File: src/rtl/spi_flash_phy_pkg.sv
// rtl/spi_flash_phy_pkg.sv - shared encodings and lane helpers for the SPI flash PHY
// Purpose: format encodings, FSM state enum, lane output-enable constants and
//          small lane-mapping functions used by spi_flash_phy.
// Build option: SPI_FLASH_PHY_QUAD_EN enables the quad lane modes; without it
//          quad formats fold onto dual read.
package spi_flash_phy_pkg;

  localparam logic [1:0] FMT_SINGLE  = 2'd0;
  localparam logic [1:0] FMT_DUAL_RD = 2'd1;
  localparam logic [1:0] FMT_QUAD_RD = 2'd2;
  localparam logic [1:0] FMT_QUAD_WR = 2'd3;
  localparam int         FMT_END     = 2;

  localparam logic [3:0] OE_SINGLE  = 4'b0001;
  localparam logic [3:0] OE_READ    = 4'b0000;
  localparam logic [3:0] OE_QUAD_WR = 4'b1111;

  typedef enum logic [2:0] {
    ST_IDLE,
    ST_SETUP,
    ST_SHIFT,
    ST_DONE,
    ST_CSHI
  } state_t;

  // Lane mode actually used for a requested format.
  function automatic logic [1:0] eff_lanes(input logic [1:0] l);
`ifdef SPI_FLASH_PHY_QUAD_EN
    return l;
`else
    return l[1] ? FMT_DUAL_RD : l;
`endif
  endfunction

  function automatic logic [3:0] lane_oe(input logic [1:0] l);
    case (l)
      FMT_SINGLE:  return OE_SINGLE;
      FMT_QUAD_WR: return OE_QUAD_WR;
      default:     return OE_READ;
    endcase
  endfunction

  // Output lanes for the next bits, taken from the top nibble of the shift register.
  function automatic logic [3:0] lane_out(input logic [3:0] hi, input logic [1:0] l);
    case (l)
      FMT_SINGLE:  return {3'b000, hi[3]};
      FMT_QUAD_WR: return hi;
      default:     return 4'b0000;
    endcase
  endfunction

  // Index of the final sclk toggle (a falling edge): 2*periods-1.
  function automatic logic [4:0] last_toggle(input logic [1:0] l);
    case (l)
      FMT_SINGLE:  return 5'd15;
      FMT_DUAL_RD: return 5'd7;
      default:     return 5'd3;
    endcase
  endfunction

endpackage

File: src/rtl/spi_flash_phy_tick.sv
// rtl/spi_flash_phy_tick.sv - sclk half-period tick generator
// Purpose: down-counter that fires a one-cycle tick every load+1 clk cycles.
// Ports: clk, rst_n (async active-low), restart (reload now, suppress tick),
//        load (reload value), tick (half-period boundary).
module spi_flash_phy_tick (
  input  logic       clk,
  input  logic       rst_n,
  input  logic       restart,
  input  logic [3:0] load,
  output logic       tick
);

  logic [3:0] cnt;

  assign tick = (cnt == 4'd0) && !restart;

  always_ff @(posedge clk or negedge rst_n) begin
    if (!rst_n) begin
      cnt <= 4'd0;
    end else if (restart || cnt == 4'd0) begin
      cnt <= load;
    end else begin
      cnt <= cnt - 4'd1;
    end
  end

endmodule

File: src/rtl/spi_flash_phy.sv
// rtl/spi_flash_phy.sv - byte-level SPI flash PHY (mode 0, single/dual/quad lanes)
// Purpose: shifts one byte per wr strobe on sclk/cs_n/dq and returns the received byte.
// Ports: clk, rst_n (async active-low); ready/wr/din/format/prescale/dout host side;
//        sclk, cs_n, dq_o, dq_oe, dq_i flash side.
// Build option: SPI_FLASH_PHY_QUAD_EN enables quad read/write; otherwise quad
//        formats run as dual read and dq[3:2] are never driven.
module spi_flash_phy
  import spi_flash_phy_pkg::*;
#(
  parameter int CS_HOLD = 2
) (
  input  logic       clk,
  input  logic       rst_n,
  output logic       ready,
  input  logic       wr,
  input  logic [7:0] din,
  input  logic [2:0] format,
  input  logic [3:0] prescale,
  output logic [7:0] dout,
  output logic       sclk,
  output logic       cs_n,
  output logic [3:0] dq_o,
  output logic [3:0] dq_oe,
  input  logic [3:0] dq_i
);

  state_t     state;
  logic [1:0] lanes_r;
  logic       end_r;
  logic [3:0] pre_r;
  logic [7:0] tx;
  logic [7:0] rx;
  logic [7:0] tx_shift;
  logic [7:0] rx_shift;
  logic [4:0] hcnt;
  logic [3:0] dq_o_r;
  logic [3:0] dq_oe_r;
  logic [1:0] fmt_lanes;
  logic       start;
  logic       restart;
  logic       tick;
  logic [3:0] pre_load;

  assign fmt_lanes = eff_lanes(format[1:0]);
  assign start     = (state == ST_IDLE) && wr;
  // Re-align the tick counter on byte start and before the CS-high hold.
  assign restart   = start || (state == ST_DONE);
  assign pre_load  = start ? prescale : pre_r;

  spi_flash_phy_tick u_tick (
    .clk     (clk),
    .rst_n   (rst_n),
    .restart (restart),
    .load    (pre_load),
    .tick    (tick)
  );

  always_comb begin
    tx_shift = tx << 1;
    rx_shift = {rx[6:0], dq_i[1]};
    case (lanes_r)
      FMT_DUAL_RD: begin
        tx_shift = tx << 2;
        rx_shift = {rx[5:0], dq_i[1:0]};
      end
      FMT_QUAD_RD, FMT_QUAD_WR: begin
        tx_shift = tx << 4;
        rx_shift = {rx[3:0], dq_i};
      end
      default: ;
    endcase
  end

  always_ff @(posedge clk or negedge rst_n) begin
    if (!rst_n) begin
      state   <= ST_IDLE;
      ready   <= 1'b1;
      cs_n    <= 1'b1;
      sclk    <= 1'b0;
      dq_o_r  <= 4'd0;
      dq_oe_r <= 4'd0;
      dout    <= 8'd0;
      tx      <= 8'd0;
      rx      <= 8'd0;
      lanes_r <= FMT_SINGLE;
      end_r   <= 1'b0;
      pre_r   <= 4'd0;
      hcnt    <= 5'd0;
    end else begin
      case (state)
        ST_IDLE: begin
          if (wr) begin
            lanes_r <= fmt_lanes;
            end_r   <= format[FMT_END];
            pre_r   <= prescale;
            tx      <= din;
            dq_o_r  <= lane_out(din[7:4], fmt_lanes);
            dq_oe_r <= lane_oe(fmt_lanes);
            cs_n    <= 1'b0;
            ready   <= 1'b0;
            hcnt    <= 5'd0;
            state   <= ST_SETUP;
          end
        end
        ST_SETUP: begin
          if (tick) state <= ST_SHIFT;
        end
        ST_SHIFT: begin
          if (tick) begin
            sclk <= ~sclk;
            if (!sclk) begin
              rx <= rx_shift;
            end else if (hcnt != last_toggle(lanes_r)) begin
              tx     <= tx_shift;
              dq_o_r <= lane_out(tx_shift[7:4], lanes_r);
            end
            // The last toggle is a fall, so sclk rests low between bytes.
            if (hcnt == last_toggle(lanes_r)) begin
              state <= ST_DONE;
            end else begin
              hcnt <= hcnt + 5'd1;
            end
          end
        end
        ST_DONE: begin
          if (end_r) begin
            cs_n    <= 1'b1;
            dq_oe_r <= 4'd0;
            hcnt    <= 5'd0;
            state   <= ST_CSHI;
          end else begin
            ready <= 1'b1;
            dout  <= rx;
            state <= ST_IDLE;
          end
        end
        ST_CSHI: begin
          if (tick) begin
            if (hcnt == 5'(CS_HOLD - 1)) begin
              ready <= 1'b1;
              dout  <= rx;
              state <= ST_IDLE;
            end else begin
              hcnt <= hcnt + 5'd1;
            end
          end
        end
        default: state <= ST_IDLE;
      endcase
    end
  end

`ifdef SPI_FLASH_PHY_QUAD_EN
  assign dq_o  = dq_o_r;
  assign dq_oe = dq_oe_r;
`else
  logic unused_quad;
  assign dq_o        = {2'b00, dq_o_r[1:0]};
  assign dq_oe       = {2'b00, dq_oe_r[1:0]};
  assign unused_quad = ^{dq_o_r[3:2], dq_oe_r[3:2]};
`endif

endmodule

File: config.mk
export PLATFORM = sky130hd
export DESIGN_NAME = spi_flash_phy
export DESIGN_NICKNAME = d
export VERILOG_FILES = /design/src/rtl/spi_flash_phy_pkg.sv /design/src/rtl/spi_flash_phy_tick.sv /design/src/rtl/spi_flash_phy.sv
export SDC_FILE = /design/constraint.sdc
export NUM_CORES = 1
export LEC_CHECK = 0
export BUFFER_PORTS_ARGS = -buffer_cell sky130_fd_sc_hd__buf_2
export CAP_MARGIN = 10
export CELL_PAD_IN_SITES_DETAIL_PLACEMENT = 1
export CELL_PAD_IN_SITES_GLOBAL_PLACEMENT = 1
export CORE_ASPECT_RATIO = 1.5
export CORE_MARGIN = 4
export CORE_UTILIZATION = 49
export CTS_BUF_LIST = sky130_fd_sc_hd__clkbuf_4
export DETAILED_ROUTE_END_ITERATION = 7
export MAX_ROUTING_LAYER = met4
export PLACE_DENSITY_LB_ADDON = 0.25
export SLEW_MARGIN = 5
export SYNTH_ARGS = -nofsm -noshare
export SYNTH_HDL_FRONTEND = slang
export SYNTH_SLANG_ARGS = --single-unit
File: constraint.sdc
create_clock -name clk -period 3.8 [get_ports clk]
set_input_delay 0.38 -clock clk [delete_from_list [all_inputs] [get_ports clk]]
set_output_delay 0.38 -clock clk [all_outputs]
set_load 0.01 [all_outputs]
# == Yosys cells after proc, flatten, opt, wreduce, memory -nomap -nowiden ==
# Index checks and enable logic that the tools add are counted.
# W data, S select, Z words.
# totals
in_bits,22
regBits,49
# classes
bitwise,1
reduce_logical,24
muxes,53
add_sub_neg,2
n_eq_ne,23
# ops
cell,n
$mux W5,11
$pmux W8 S2,3
$mux W7,4
$mux W8,3
$ne A2 B2 Y1 const B,12
$mux W3,7
$pmux W2 S2,5
$pmux W5 S4,1
$pmux W3 S5,1
$pmux W7 S2,1
$mux W2,6
$reduce_and A5 Y1,2
$mux W4,2
$pmux W4 S2,1
$reduce_and A7 Y1,1
$eq A3 B2 Y1 const B,2
$mux W1,6
$reduce_and A3 Y1,2
$reduce_and A6 Y1,1
$reduce_bool A2 Y1,3
$add A5 B1 Y5 const B,1
$eq A5 B1 Y1 const B,1
$eq A5 B5 Y1,1
$ne A5 B5 Y1,1
20 further kinds,25

# == Depth between registers and ports, before layout ==
# Gate-level depths: netlist of the first run.
# logic_depth
depth_word,12
depth_mapped,8
mapped_depth_nobuf,7

# == By module ==
# A second synthesis of the first run with hierarchy kept.
# hier_totals
cells_unflattened,223
area_unflattened_um2,2388.5
# by_module_without_submodules
mod,cells_each,area_each_um2,instances
spi_flash_phy,197,2144.6,1
spi_flash_phy_tick,26,244.0,1

# == Worst setup path before layout of the first run ==
# No wires, ideal clock.
# synth_timing
path_type,flip-flop to flip-flop
startpoint,register state[0]
endpoint,register dq_o_r[0]
arrival_ns,1.677
slack_ns,1.998
setup_time_ns,0.125
stages_incl_launch_ff,9
required_time_ns,3.675
period_less_slack_ns,1.802
n_path_buf,3
path_cell_list,dfrtp_1 -> buf_6 -> nand2b_4 -> or2_0 -> buf_6 -> nor3_2 -> a31o_1 -> buf_6 -> mux2_4
# synth_via
elab_chain_len,7
word_cells_on_any_way,14
cone_classes,6 x eq/ne; 1 x mux; 7 x reduce/logical
# synth_rtl
item,line,text
from (decl),spi_flash_phy.sv:27,state_t state;
from (signal assigned),spi_flash_phy.sv:76,state <= ST_IDLE;
from (signal assigned),spi_flash_phy.sv:102,state <= ST_SETUP;
from (signal assigned),spi_flash_phy.sv:106,if (tick) state <= ST_SHIFT;
$logic_not A3 Y1,"spi_flash_phy.sv:45, spi_flash_phy.sv:90",
$logic_and A1 B1 Y1,spi_flash_phy.sv:45,assign start = (state == ST_IDLE) && wr;
$logic_or A1 B1 Y1,spi_flash_phy.sv:47,assign restart = start || (state == ST_DONE);
$logic_not A1 Y1,spi_flash_phy_tick.sv:15,assign tick = (cnt == 4'd0) && !restart;
$logic_and A1 B1 Y1,spi_flash_phy_tick.sv:15,
$ne A2 B2 Y1 (no line),n/a,
$reduce_and A5 Y1 (no line),n/a,
to (signal assigned),spi_flash_phy.sv:97,"dq_o_r <= lane_out(din[7:4], fmt_lanes);"
to (signal assigned),spi_flash_phy.sv:115,"dq_o_r <= lane_out(tx_shift[7:4], lanes_r);"
to (decl),spi_flash_phy.sv:36,logic [3:0] dq_o_r;
# Several ways; a longest one is shown, not always the timed one.
# A chain may end at the register's enable or synchronous reset.

# == Final worst setup path of the first run ==
# layout_timing
startpoint,register state[1]
endpoint,register tx[6]
# layout_via
elab_chain_len,7
word_cells_on_any_way,14
cone_classes,6 x eq/ne; 1 x mux; 7 x reduce/logical
# layout_rtl
item,line,text
$logic_not A3 Y1,"spi_flash_phy.sv:45, spi_flash_phy.sv:90",
$logic_and A1 B1 Y1,spi_flash_phy.sv:45,
$logic_or A1 B1 Y1,spi_flash_phy.sv:47,
$logic_not A1 Y1,spi_flash_phy_tick.sv:15,
$logic_and A1 B1 Y1,spi_flash_phy_tick.sv:15,
$ne A2 B2 Y1 (no line),n/a,
$reduce_and A5 Y1 (no line),n/a,
to (signal assigned),spi_flash_phy.sv:96,tx <= din;
to (signal assigned),spi_flash_phy.sv:114,tx <= tx_shift;
to (decl),spi_flash_phy.sv:31,logic [7:0] tx;
# Several ways; a longest one is shown, not always the timed one.

==> results of run 1 <==
worst max-delay path, stage by stage (launching register included):
cell and delay, ns:
dfrtp_1 0.61, nand2b_4 0.07, or2_0 0.56, nor3_2 0.28, a31o_1 0.49, mux2_4 0.35
power groups by stage:
stage	registers (mW)	clock network, mW	logic (mW)
finish	0.793	0.231	0.611
CTS	0.795	0.243	0.623
global placement	0.793	0	0.593
global route	0.818	0.269	0.691
floorplan	0.773	0	0.492
detailed placement	0.807	0	0.620
flip-flops by register name, indices dropped and copies added (netlist names):
name / count
ready: 1
dq_oe_r: 1
lanes_r: 1
dout: 8
state: 3
rx: 8
tx: 7
hcnt: 5
cs_n: 1
end_r: 1
dq_o_r: 1
u_tick.cnt: 4
pre_r: 4
sclk: 1
Yosys cell counts, drive strengths merged (2+ instances only):
master,number,area share [%]
or2,3,0.79
clkbuf,2,0.32
buf,14,4.8
a21oi,19,4.0
nand2b,5,1.6
and3,2,0.53
inv,6,0.95
dfrtp,44,46
nand3,3,0.63
nor2,22,3.5
mux2i,14,5.9
nand2,15,2.4
o31ai,4,1.5
mux2,19,10
dfstp,2,2.2
xnor2,3,1.1
nor3,6,2.2
o21ai,16,3.4
ha,4,2.1
worst max path at each step:
stage | start | endpoint | slack [ns] | cells after the start
finish | state[1] | tx[6] | 1.34 | 5
global route | state[1] | hcnt[3] | 1.14 | 5
CTS | state[1] | tx[6] | 1.32 | 5
detailed placement | state[1] | tx[6] | 1.34 | 5
global placement | state[1] | tx[6] | 1.38 | 5
floorplan | state[0] | dq_o_r[0] | 2.00 | 8
per-layer routing:
| layer | vias up | routed length [um] | share of wire (%) | GRT usage (%) |
|---|---|---|---|---|
| li1 | 807 | - | - | - |
| met1 | 819 | 2151 | 44 | 22.12 |
| met2 | 29 | 2549 | 52 | 32.45 |
| met3 | 8 | 147 | 3.0 | 3.365 |
| met4 | 0 | 66 | 1.3 | 4.938 |
| met5 | - | 0 | 0 | - |
kinds of logic after synthesis:
| kind of cell | after synthesis | share of synthesized area [%] |
|---|---|---|
| adder cells (fa/ha/maj) | 4 | 2.108 |
| AO/OA/AOI/OAI | 46 | 12.12 |
| multiplexers | 33 | 16.02 |
| other | 1 | 0.1579 |
| XOR/XNOR | 4 | 1.476 |
| AND/OR/NAND/NOR | 61 | 13.49 |
| flip-flops | 46 | 48.58 |
| buffers and inverters | 22 | 6.059 |
per-stage QoR:
step                      hold slack (ns)  cells  utilization (%)  setup WS (ns)  area, um^2
final                              0.1911    312            55.91          1.338        2581
after global routing               0.2244    312            55.91          1.144        2581
after CTS                          0.2166    312            55.91          1.321        2581
after detailed placement           0.4718    304            54.74          1.336        2527
after global placement             0.4604    304            54.74          1.378        2527
after floorplan                   0.08441    222                -          1.998        2394
final cells by class:
cell class                      instances  area [um^2]  area share, %
Clock buffer                            5        37.54          1.454
Timing Repair Buffer                   34        175.2          6.786
Inverter                                6        22.52         0.8725
Multi-Input combinational cell        154         1096          42.46
Sequential cell                        46         1154          44.69
Tap cell                               64        80.08          3.102
Clock inverter                          3        16.27         0.6301
==> reports/qor.csv, run 1 <==
stage;metric;value;unit
critical_path;Critical Path AT;2.72;ns
clock_tree;TritonCTS Buffers;5;
route;via count;1663;
global_routing;first-pass GRT wire length;8.625;mm
critical_path;reg2reg setup slack;1.34;ns
clock_tree;later-pin clock latency in the skew report;0.36;ns
clock_tree;post-cts resize count;0;
timing;slew margin rel.;30.20;%
timing;final setup fails;0;
job;number of max-cap violations;0;
logic_synthesis;dominant synthesized flop cell;dfrtp_1;
clock_tree;H-tree lvl count;2;
floorplan;Die Ht;93.26;um
logic_synthesis;Yosys reg bits;46;
global_routing;GR Overflow Total;0;
power;sw frac;36.83;%
logic_synthesis;syn avg cell area;10.94;um^2
clock_tree;CTS Hold Bufs;0;
timing;final setup skew;0.01336;ns
critical_path;critical path type;flip-flop to flip-flop;
power;clock share of power;14.2;%
logic_synthesis;EDFF count, synth;0;
route;DRT Pass-1 Iters;4;
finish;commonest non-fill, non-tap cells in the layout;44 x dfrtp_1, 32 x buf_2, 22 x nor2_1;
clock_tree;Root Buffer;clkbuf_4;
timing;final worst-path cycle share;64.78;%
critical_path;crit start category;flip-flop;
hold_path;path category of the worst min-delay check;input port to async pin;
critical_path;Worst Path Required;4.06;ns
clock_tree;setup bufs post-CTS;0;
timing;fin. max-slew vios;0;
logic_synthesis;Syn. warnings;0;
route;Final ANT Viol Nets;0;
route;drt wl/cell;15.75;um
critical_path;worst flop-to-flop path endpoint;tx[6];
finish;Nets;273;
logic_synthesis;cell count after synthesis;217;
power;Power per Cell Area;633.6;nW/um^2
finish;most common cell after layout, fill and taps aside;dfrtp_1;
power;sequential fraction of design power;48.5;%
place;count of input and output buffers;32;
global_routing;largest net degree at the start of global routing;47;
power;Pleak;1.261;nW
floorplan;core outline area;4617;um^2
route;DR DRC count;0;
route;drt first-iter violations;66;
critical_path;reg2reg start;state[1];
finish;antenna cells;0;
finish;fill count;534;
power;sw power;0.6023;mW
timing;unrepaired setup endpoints after global routing;false;
timing;Least-Margin Pin Slew;1.047;ns
global_routing;initial antenna violation count;0;
logic_synthesis;Seq/Total Area, Yosys;48.58;%
power;maximum VDD drop;0.0003176;V
global_routing;vias in the first global route;1822;
clock_tree;clock sinks;46;
finish;P&R area growth vs syn;8.694;%
floorplan;initial cell density of the core;51.44;%
place;gpl congestion;0.8246;
finish;share of cells above drive strength 1;27.82;%
clock_tree;CTS Buffer Depth;2;
timing;Final Hold Viols;0;
power;Power, Total;1.635;mW
logic_synthesis;Distinct cells, synth;42;
place;DP HPWL;3.654;mm
route;vias per inst;5.330;
floorplan;Rows;30;
clock_tree;clock transition at the registers of the reported paths;0.14;ns
run_status;status;complete, no violations;
critical_path;Worst Setup End Kind;flip-flop;
floorplan;die area;6047;um^2
floorplan;Die X;64.84;um
route;WL final;4.915;mm
critical_path;reg2reg path depth;5;
timing;Peak Freq;406.2;MHz
power;Internal;1.033;mW
power;Logic pwr share;37.4;%
logic_synthesis;Cell Area, Synth;2375;um^2
timing;fin crit period;2.462;ns
timing;total negative slack;0;ns
logic_synthesis;ys async rst share;100.0;%
clock_tree;CTS tree;built;
global_routing;GRT Total Usage;18.68;%
critical_path;CP max FO;18;
floorplan;Top Ports;41;
No activity file was read; power rests on OpenSTA's default activity.
==> run 2, diff against run 1 <==
--- a/config.mk
+++ b/config.mk
@@ -5,13 +5,14 @@
 export SDC_FILE = /design/constraint.sdc
 export NUM_CORES = 1
 export LEC_CHECK = 0
+export ABC_AREA = 1
 export BUFFER_PORTS_ARGS = -buffer_cell sky130_fd_sc_hd__buf_2
 export CAP_MARGIN = 10
 export CELL_PAD_IN_SITES_DETAIL_PLACEMENT = 1
 export CELL_PAD_IN_SITES_GLOBAL_PLACEMENT = 1
 export CORE_ASPECT_RATIO = 1.5
 export CORE_MARGIN = 4
-export CORE_UTILIZATION = 49
+export CORE_UTILIZATION = 43
 export CTS_BUF_LIST = sky130_fd_sc_hd__clkbuf_4
 export DETAILED_ROUTE_END_ITERATION = 7
 export MAX_ROUTING_LAYER = met4
==> constraint.sdc (replaced) <==
create_clock -name clk -period 2.3 [get_ports clk]
set_input_delay 0.23 -clock clk [delete_from_list [all_inputs] [get_ports clk]]
set_output_delay 0.23 -clock clk [all_outputs]
set_load 0.01 [all_outputs]
==> reports/qor.csv, run 2 <==
stage;metric;value;unit;change
logic_synthesis;Seq/Total Area, Yosys;47.04;%;was 48.58%
critical_path;critical path type;flip-flop to flip-flop;;unchanged
timing;fin crit period;1.838;ns;was 2.462 ns
route;drt wl/cell;13.83;um;was 15.75 um
finish;P&R area growth vs syn;11.58;%;was 8.694%
floorplan;Die Ht;100.5;um;was 93.26 um
clock_tree;clock sinks;46;;unchanged
place;gpl congestion;0.8361;;was 0.8246
logic_synthesis;Yosys reg bits;46;;unchanged
logic_synthesis;dominant synthesized flop cell;dfrtp_1;;unchanged
critical_path;CP max FO;8;;was 18
logic_synthesis;leading post-synthesis cells by cell area;dfrtp_1 45%, nand2_1 15%, o21ai_0 5.3%, inv_1 3.8%, nand3_1 3.3%;;was dfrtp_1 46%, mux2i_1 5.9%, mux2_2 5.7%, mux2_4 4.4%, a21oi_1 4.0%
critical_path;crit start category;flip-flop;;unchanged
global_routing;initial antenna violation count;0;;unchanged
logic_synthesis;Distinct cells, synth;33;;was 42
timing;final setup fails;0;;unchanged
clock_tree;later-pin clock latency in the skew report;0.36;ns;about the same
timing;final setup skew;0.01750;ns;was 0.01336 ns
finish;most common cell after layout, fill and taps aside;nand2_1;;was dfrtp_1
timing;slew margin rel.;59.74;%;was 30.20%
hold_path;path category of the worst min-delay check;input port to flip-flop;;was input port to async pin
route;DR DRC count;0;;unchanged
floorplan;Rows;33;;was 30
finish;Final Cell Area;2736;um^2;was 2581 um^2
route;Final ANT Viol Nets;0;;unchanged
logic_synthesis;EDFF count, synth;0;;unchanged
global_routing;largest net degree at the start of global routing;28;;was 47
route;vias per inst;5.069;;was 5.330
clock_tree;Root Buffer;clkbuf_4;;unchanged
floorplan;Top Ports;41;;unchanged
route;drt first-iter violations;128;;was 66
finish;share of cells above drive strength 1;21.01;%;was 27.82%
run_status;status;complete, no violations;;unchanged
finish;Seq. cell area;1154;um^2;unchanged
global_routing;vias in the first global route;2200;;was 1822
timing;Peak Freq;544.2;MHz;was 406.2 MHz
critical_path;Worst Setup End Kind;flip-flop;;unchanged
clock_tree;CTS Buffer Depth;2;;unchanged
finish;multi-input logic area;1125;um^2;was 1096 um^2
clock_tree;setup bufs post-CTS;0;;unchanged
clock_tree;clock transition at the registers of the reported paths;0.13;ns;was 0.14 ns
floorplan;initial cell density of the core;44.66;%;was 51.44%
floorplan;Die X;69.66;um;was 64.84 um
critical_path;Critical Path AT;2.10;ns;was 2.72 ns
logic_synthesis;syn avg cell area;8.202;um^2;was 10.94 um^2
route;WL final;5.642;mm;was 4.915 mm
finish;antenna cells;0;;unchanged
clock_tree;H-tree lvl count;2;;unchanged
logic_synthesis;cell count after synthesis;299;;was 217
place;DP Area;2673;um^2;was 2527 um^2
timing;final worst-path cycle share;79.89;%;was 64.78%
timing;Final Hold Viols;0;;unchanged
power;maximum VDD drop;0.0005718;V;was 0.0003176 V
route;via count;2068;;was 1663
logic_synthesis;most frequent cells after synthesis;96 x nand2_1, 44 x dfrtp_1, 26 x o21ai_0, 25 x inv_1, 18 x nor2_1;;was 44 x dfrtp_1, 22 x nor2_1, 19 x a21oi_1, 15 x nand2_1, 15 x o21ai_0
place;DP HPWL;4.340;mm;was 3.654 mm
critical_path;Worst Path Required;2.56;ns;was 4.06 ns
logic_synthesis;largest area contributor in the netlist;dfrtp_1;;unchanged
clock_tree;CTS tree;built;;unchanged
timing;fin. max-slew vios;0;;unchanged
global_routing;GR Overflow Total;0;;unchanged
timing;Least-Margin Pin Slew;0.6039;ns;was 1.047 ns
power;Power per Cell Area;1387;nW/um^2;was 633.6 nW/um^2
logic_synthesis;Syn. warnings;0;;unchanged
timing;total negative slack;0;ns;unchanged
floorplan;die area;7000;um^2;was 6047 um^2
finish;fill count;703;;was 534
power;Pleak;1.388;nW;was 1.261 nW
job;number of max-cap violations;0;;unchanged
global_routing;first-pass GRT wire length;10.05;mm;was 8.625 mm
logic_synthesis;count leader, synth;nand2_1;;was dfrtp_1
finish;commonest non-fill, non-tap cells in the layout;96 x nand2_1, 44 x dfrtp_1, 32 x buf_2;;was 44 x dfrtp_1, 32 x buf_2, 22 x nor2_1
timing;unrepaired setup endpoints after global routing;false;;unchanged
place;count of input and output buffers;32;;unchanged
logic_synthesis;Cell Area, Synth;2452;um^2;was 2375 um^2
clock_tree;TritonCTS Buffers;5;;unchanged
finish;Nets;363;;was 273
finish;Top Registers;dout: 8 flops, rx: 8 flops, tx: 7 flops;;unchanged
logic_synthesis;Yosys top cell area share;44.90;%;was 46.36%
route;DRT Pass-1 Iters;4;;unchanged
global_routing;GRT Total Usage;17.95;%;was 18.68%
floorplan;core outline area;5492;um^2;was 4617 um^2
logic_synthesis;ys async rst share;100.0;%;unchanged
[run 2: changes by cell type in the layout (fill, tap and decap cells not counted), sizes merged, moves of 5 or more]
cell / delta
a21oi: -16
a31oi: +5
inv: +24
mux2: -19
mux2i: -14
nand2: +84
nand2b: -5
nand3: +15
nor3: -6
o211ai: +7
o21ai: +23
[run 2: logic make-up after synthesis]
kind of cell | count (synthesis) | synth area share (%)
AO/OA/AOI/OAI | 57 | 14.59
other | 1 | 0.1529
AND/OR/NAND/NOR | 145 | 26.89
adder cells (fa/ha/maj) | 4 | 2.041
XOR/XNOR | 4 | 1.429
buffers and inverters | 42 | 7.857
flip-flops | 46 | 47.04
[run 2: worst max-delay path, stage by stage, from the launching register on]
cell and delay, ns:
dfrtp_1 0.40, inv_1 0.10, ha_1 0.15, nand2_1 0.07, nor2_1 0.17, nand3_4 0.18
nand2_2 0.10, inv_2 0.10, nor2_4 0.22, nand2_2 0.12, nand2_1 0.09, nand2_1 0.05
[run 2: final timing paths]
path                               start  endpoint  slack (ns)  cells after the start
max                        u_tick.cnt[0]   hcnt[4]        0.46                     11
max in group asynchronous          rst_n      cs_n        1.23                      3
max reg2reg                u_tick.cnt[0]   hcnt[4]        0.46                     11
min in group asynchronous          rst_n   dout[7]        0.39                      2
min                            format[2]     end_r        0.10                      3
min reg2reg                      dout[1]   dout[1]        0.49                      2
[run 2: timing repair]
item | 4_1_cts | 5_1_grt
gates resized for setup | 0 | 0
endpoints found under the setup margin | 0 | 0
endpoints found under the hold margin | 24 | 0
hold buffers | 1 | 0
[run 2: report_power, final]
| part | internal (mW) | total (mW) | switching [mW] | leakage, nW |
|---|---|---|---|---|
| clock network | 0.127 | 0.385 | 0.258 | 0.0331 |
| registers | 1.19 | 1.41 | 0.222 | 0.555 |
| logic | 0.660 | 2.00 | 1.34 | 0.799 |
| total | 1.98 | 3.80 | 1.82 | 1.39 |
[run 2: area by class of cell]
type / instances / area share, %
flip-flops and latches: 46 / 42.16
multi-input cells: 216 / 41.11
repair buffers: 37 / 7.316
inverters: 31 / 4.252
well taps: 70 / 3.201
clock buffers: 6 / 1.646
clock inverters: 2 / 0.3201
[run 2: metrics by stage]
stage	util [%]	setup WS (ns)	power, mW	std cells	hold slack, ns
3_5_place_dp	48.67	0.4583	3.465	399	0.2719
5_1_grt	49.83	0.2487	4.211	408	0.09085
4_1_cts	49.83	0.4383	3.859	408	0.07322
2_1_floorplan	-	0.7292	2.885	304	-0.06559
3_3_place_gp	48.67	0.4957	3.356	399	0.2634
6_report	49.83	0.4625	3.796	408	0.1001
[run 2: routing by layer]
metal / vias up / wire length [um] / part of all wire (%) / GRT usage [%]
met3: 8 / 182 / 3.2 / 3.094
met5: - / 0 / 0 / -
met1: 995 / 2401 / 43 / 20.79
met2: 27 / 2966 / 53 / 31.84
met4: 0 / 91 / 1.6 / 5.457
li1: 1038 / - / - / -
==> run 3, diff against run 2 <==
--- a/config.mk
+++ b/config.mk
@@ -12,7 +12,7 @@
 export CELL_PAD_IN_SITES_GLOBAL_PLACEMENT = 1
 export CORE_ASPECT_RATIO = 1.5
 export CORE_MARGIN = 4
-export CORE_UTILIZATION = 43
+export CORE_UTILIZATION = 39
 export CTS_BUF_LIST = sky130_fd_sc_hd__clkbuf_4
 export DETAILED_ROUTE_END_ITERATION = 7
 export MAX_ROUTING_LAYER = met4
==> constraint.sdc (replaced) <==
create_clock -name clk -period 1.5 [get_ports clk]
set_input_delay 0.15 -clock clk [delete_from_list [all_inputs] [get_ports clk]]
set_output_delay 0.15 -clock clk [all_outputs]
set_load 0.01 [all_outputs]
==> reports/qor.csv, run 3 (synthesis results as in run 2) <==
stage;metric;value;unit;change
run_status;failing checks;negative setup slack;;
route;via count;2401;;was 2068
clock_tree;clock sinks;46;;unchanged
clock_tree;Root Buffer;clkbuf_4;;unchanged
critical_path;crit start category;flip-flop;;unchanged
finish;Nets;416;;was 363
floorplan;core outline area;6131;um^2;was 5492 um^2
route;vias per inst;5.152;;was 5.069
route;Final ANT Viol Nets;0;;unchanged
power;Pleak;1.715;nW;was 1.388 nW
clock_tree;later-pin clock latency in the skew report;0.37;ns;was 0.36 ns
global_routing;vias in the first global route;2513;;was 2200
finish;most common cell after layout, fill and taps aside;nand2_1;;unchanged
critical_path;critical path type;flip-flop to flip-flop;;unchanged
place;count of input and output buffers;32;;unchanged
timing;worst setup margin;-0.1906;ns;was 0.4625 ns
place;DP HPWL;4.771;mm;was 4.340 mm
power;Power per Cell Area;2331;nW/um^2;was 1387 nW/um^2
power;Logic pwr share;60.8;%;was 52.6%
clock_tree;H-tree lvl count;2;;unchanged
hold_path;path category of the worst min-delay check;input port to flip-flop;;unchanged
critical_path;reg2reg path depth;12;;was 11
finish;multi-input logic area;1276;um^2;was 1125 um^2
global_routing;GRT Total Usage;19.61;%;was 17.95%
clock_tree;CTS Buffer Depth;2;;unchanged
floorplan;Rows;35;;was 33
hold_path;Hold Crit Depth;3;;unchanged
timing;fin crit period;1.691;ns;was 1.838 ns
timing;final worst-path cycle share;112.7;%;was 79.89%
power;sequential fraction of design power;27.4;%;was 37.2%
clock_tree;clock transition at the registers of the reported paths;0.14;ns;was 0.13 ns
floorplan;initial cell density of the core;40.00;%;was 44.66%
hold_path;endpoint of the worst hold path;pre_r[3];;was end_r
floorplan;Top Ports;41;;unchanged
global_routing;GR Overflow Total;0;;unchanged
place;gpl congestion;0.8517;;was 0.8361
critical_path;worst flop-to-flop path endpoint;hcnt[0];;was hcnt[4]
critical_path;Worst Path Required;1.78;ns;was 2.56 ns
clock_tree;CTS tree;built;;unchanged
run_status;status;finished with violations;;was complete, no violations
timing;Final Hold Viols;0;;unchanged
timing;total negative slack;-3.631;ns;was 0 ns
critical_path;reg2reg setup slack;-0.19;ns;was 0.46 ns
finish;Top Registers;dout: 8 flops, rx: 8 flops, tx: 7 flops;;unchanged
finish;Seq. cell area;1156;um^2;was 1154 um^2
floorplan;die area;7647;um^2;was 7000 um^2
finish;P&R area growth vs syn;39.80;%;was 11.58%
power;sw power;3.530;mW;was 1.817 mW
job;number of max-cap violations;0;;unchanged
route;drt wl/cell;16.07;um;was 13.83 um
critical_path;reg2reg start;hcnt[1];;was u_tick.cnt[0]
global_routing;largest net degree at the start of global routing;47;;was 28
power;clock share of power;11.7;%;was 10.1%
route;WL final;7.489;mm;was 5.642 mm
timing;fin. max-slew vios;0;;unchanged
critical_path;CP max FO;5;;was 8
critical_path;Critical Path AT;1.97;ns;was 2.10 ns
route;DR DRC count;0;;unchanged
power;Internal;4.462;mW;was 1.979 mW
floorplan;Die Ht;105.1;um;was 100.5 um
power;maximum VDD drop;0.001062;V;was 0.0005718 V
finish;fill count;769;;was 703
global_routing;initial antenna violation count;1;;was 0
finish;share of cells above drive strength 1;38.36;%;was 21.01%
power;sw frac;44.17;%;was 47.87%
timing;unrepaired setup endpoints after global routing;true;;was false
hold_path;Hold Crit Start;prescale[3];;was format[2]
critical_path;CP startpoint;hcnt[1];;was u_tick.cnt[0]
timing;Peak Freq;591.5;MHz;was 544.2 MHz
floorplan;Die X;72.75;um;was 69.66 um
route;drt first-iter violations;85;;was 128
critical_path;Worst Setup End Kind;flip-flop;;unchanged
timing;Worst Hold Slack;0.02602;ns;was 0.1001 ns
timing;final setup fails;36;;was 0
global_routing;first-pass GRT wire length;11.52;mm;was 10.05 mm
route;DRT Pass-1 Iters;4;;unchanged
timing;final setup skew;0.01142;ns;was 0.01750 ns
clock_tree;TritonCTS Buffers;5;;unchanged
finish;commonest non-fill, non-tap cells in the layout;83 x nand2_1, 42 x dfrtp_1, 41 x buf_4;;was 96 x nand2_1, 44 x dfrtp_1, 32 x buf_2
[run 3: cell count changes in the layout (fill, tap and decap cells not counted), sizes merged]
cell         previous run  this run
buf                    36        84
dlygate4sd3             1         5
bufinv                  0         2
clkinv                  3         1
clkbuf                  6         5
clkinvlp                0         1
diode                   0         1
nor2                   23        24
[run 3: worst max-delay path, cell delays in order (launching register included)]
cell and delay [ns]:
dfrtp_1 0.41, inv_1 0.07, ha_2 0.17, inv_2 0.05
nor2_1 0.03, nand2_1 0.11, nand2_1 0.09, nand2_1 0.08
nand3_2 0.09, nor2_4 0.23, nand2_4 0.13, nand2_2 0.09
nand2_1 0.05
[run 3: final cells by class]
cell class              instances  area share (%)
diodes                          1         0.07299
clock buffers                   5           1.095
clock inverters                 3           1.861
inverters                      31           3.577
multi-input cells             217           37.23
flip-flops and latches         46           33.72
well taps                      74           2.701
repair buffers                 89           19.74
[run 3: how the worst max path moves through the flow]
stage / end / slack, ns
2_1_floorplan: dout[5] / 0.004
5_1_grt: hcnt[0] / -0.28
3_5_place_dp: hcnt[3] / -0.13
4_1_cts: hcnt[0] / -0.14
6_report: hcnt[0] / -0.19
3_3_place_gp: rx[4] / -0.07
[run 3: per-stage QoR]
step | cells | util, % | setup WS (ns) | cell area (um^2) | power, mW
2_1_floorplan | 304 | - | 0.003760 | 2506 | 4.525
6_report | 466 | 55.92 | -0.1906 | 3428 | 7.991
5_1_grt | 466 | 55.92 | -0.2846 | 3428 | 8.647
3_5_place_dp | 437 | 49.02 | -0.1266 | 3005 | 6.132
3_3_place_gp | 437 | 49.02 | -0.07213 | 3005 | 5.937
4_1_cts | 455 | 53.12 | -0.1384 | 3257 | 7.443
[run 3: what timing repair did]
| action | in CTS | in global routing |
|---|---|---|
| endpoints found under the setup margin | 32 | 40 |
| hold buffers | 5 | 0 |
| pin swaps | 10 | 15 |
| gates cloned | 1 | 0 |
| hold endpoints to repair | 50 | 0 |
| buffers inserted | 4 | 10 |
| resized for setup | 23 | 30 |
[run 3: metal layers]
layer  GRT usage, %  up-vias  part of all wire [%]  wire [um]
li1               -     1144                     -          -
met1          20.33     1210                    37       2796
met2          36.18       33                    58       4369
met3          2.887       14                   2.1        157
met4          7.124        0                   2.2        165
met5              -        -                     0          0
[run 3: power groups by stage]
stage	clock network [mW]	registers, mW	logic, mW
3_3_place_gp	0	2.17	3.77
6_report	0.939	2.19	4.86
5_1_grt	1.02	2.26	5.36
2_1_floorplan	0	2.22	2.30
4_1_cts	0.955	2.19	4.30
3_5_place_dp	0	2.21	3.92
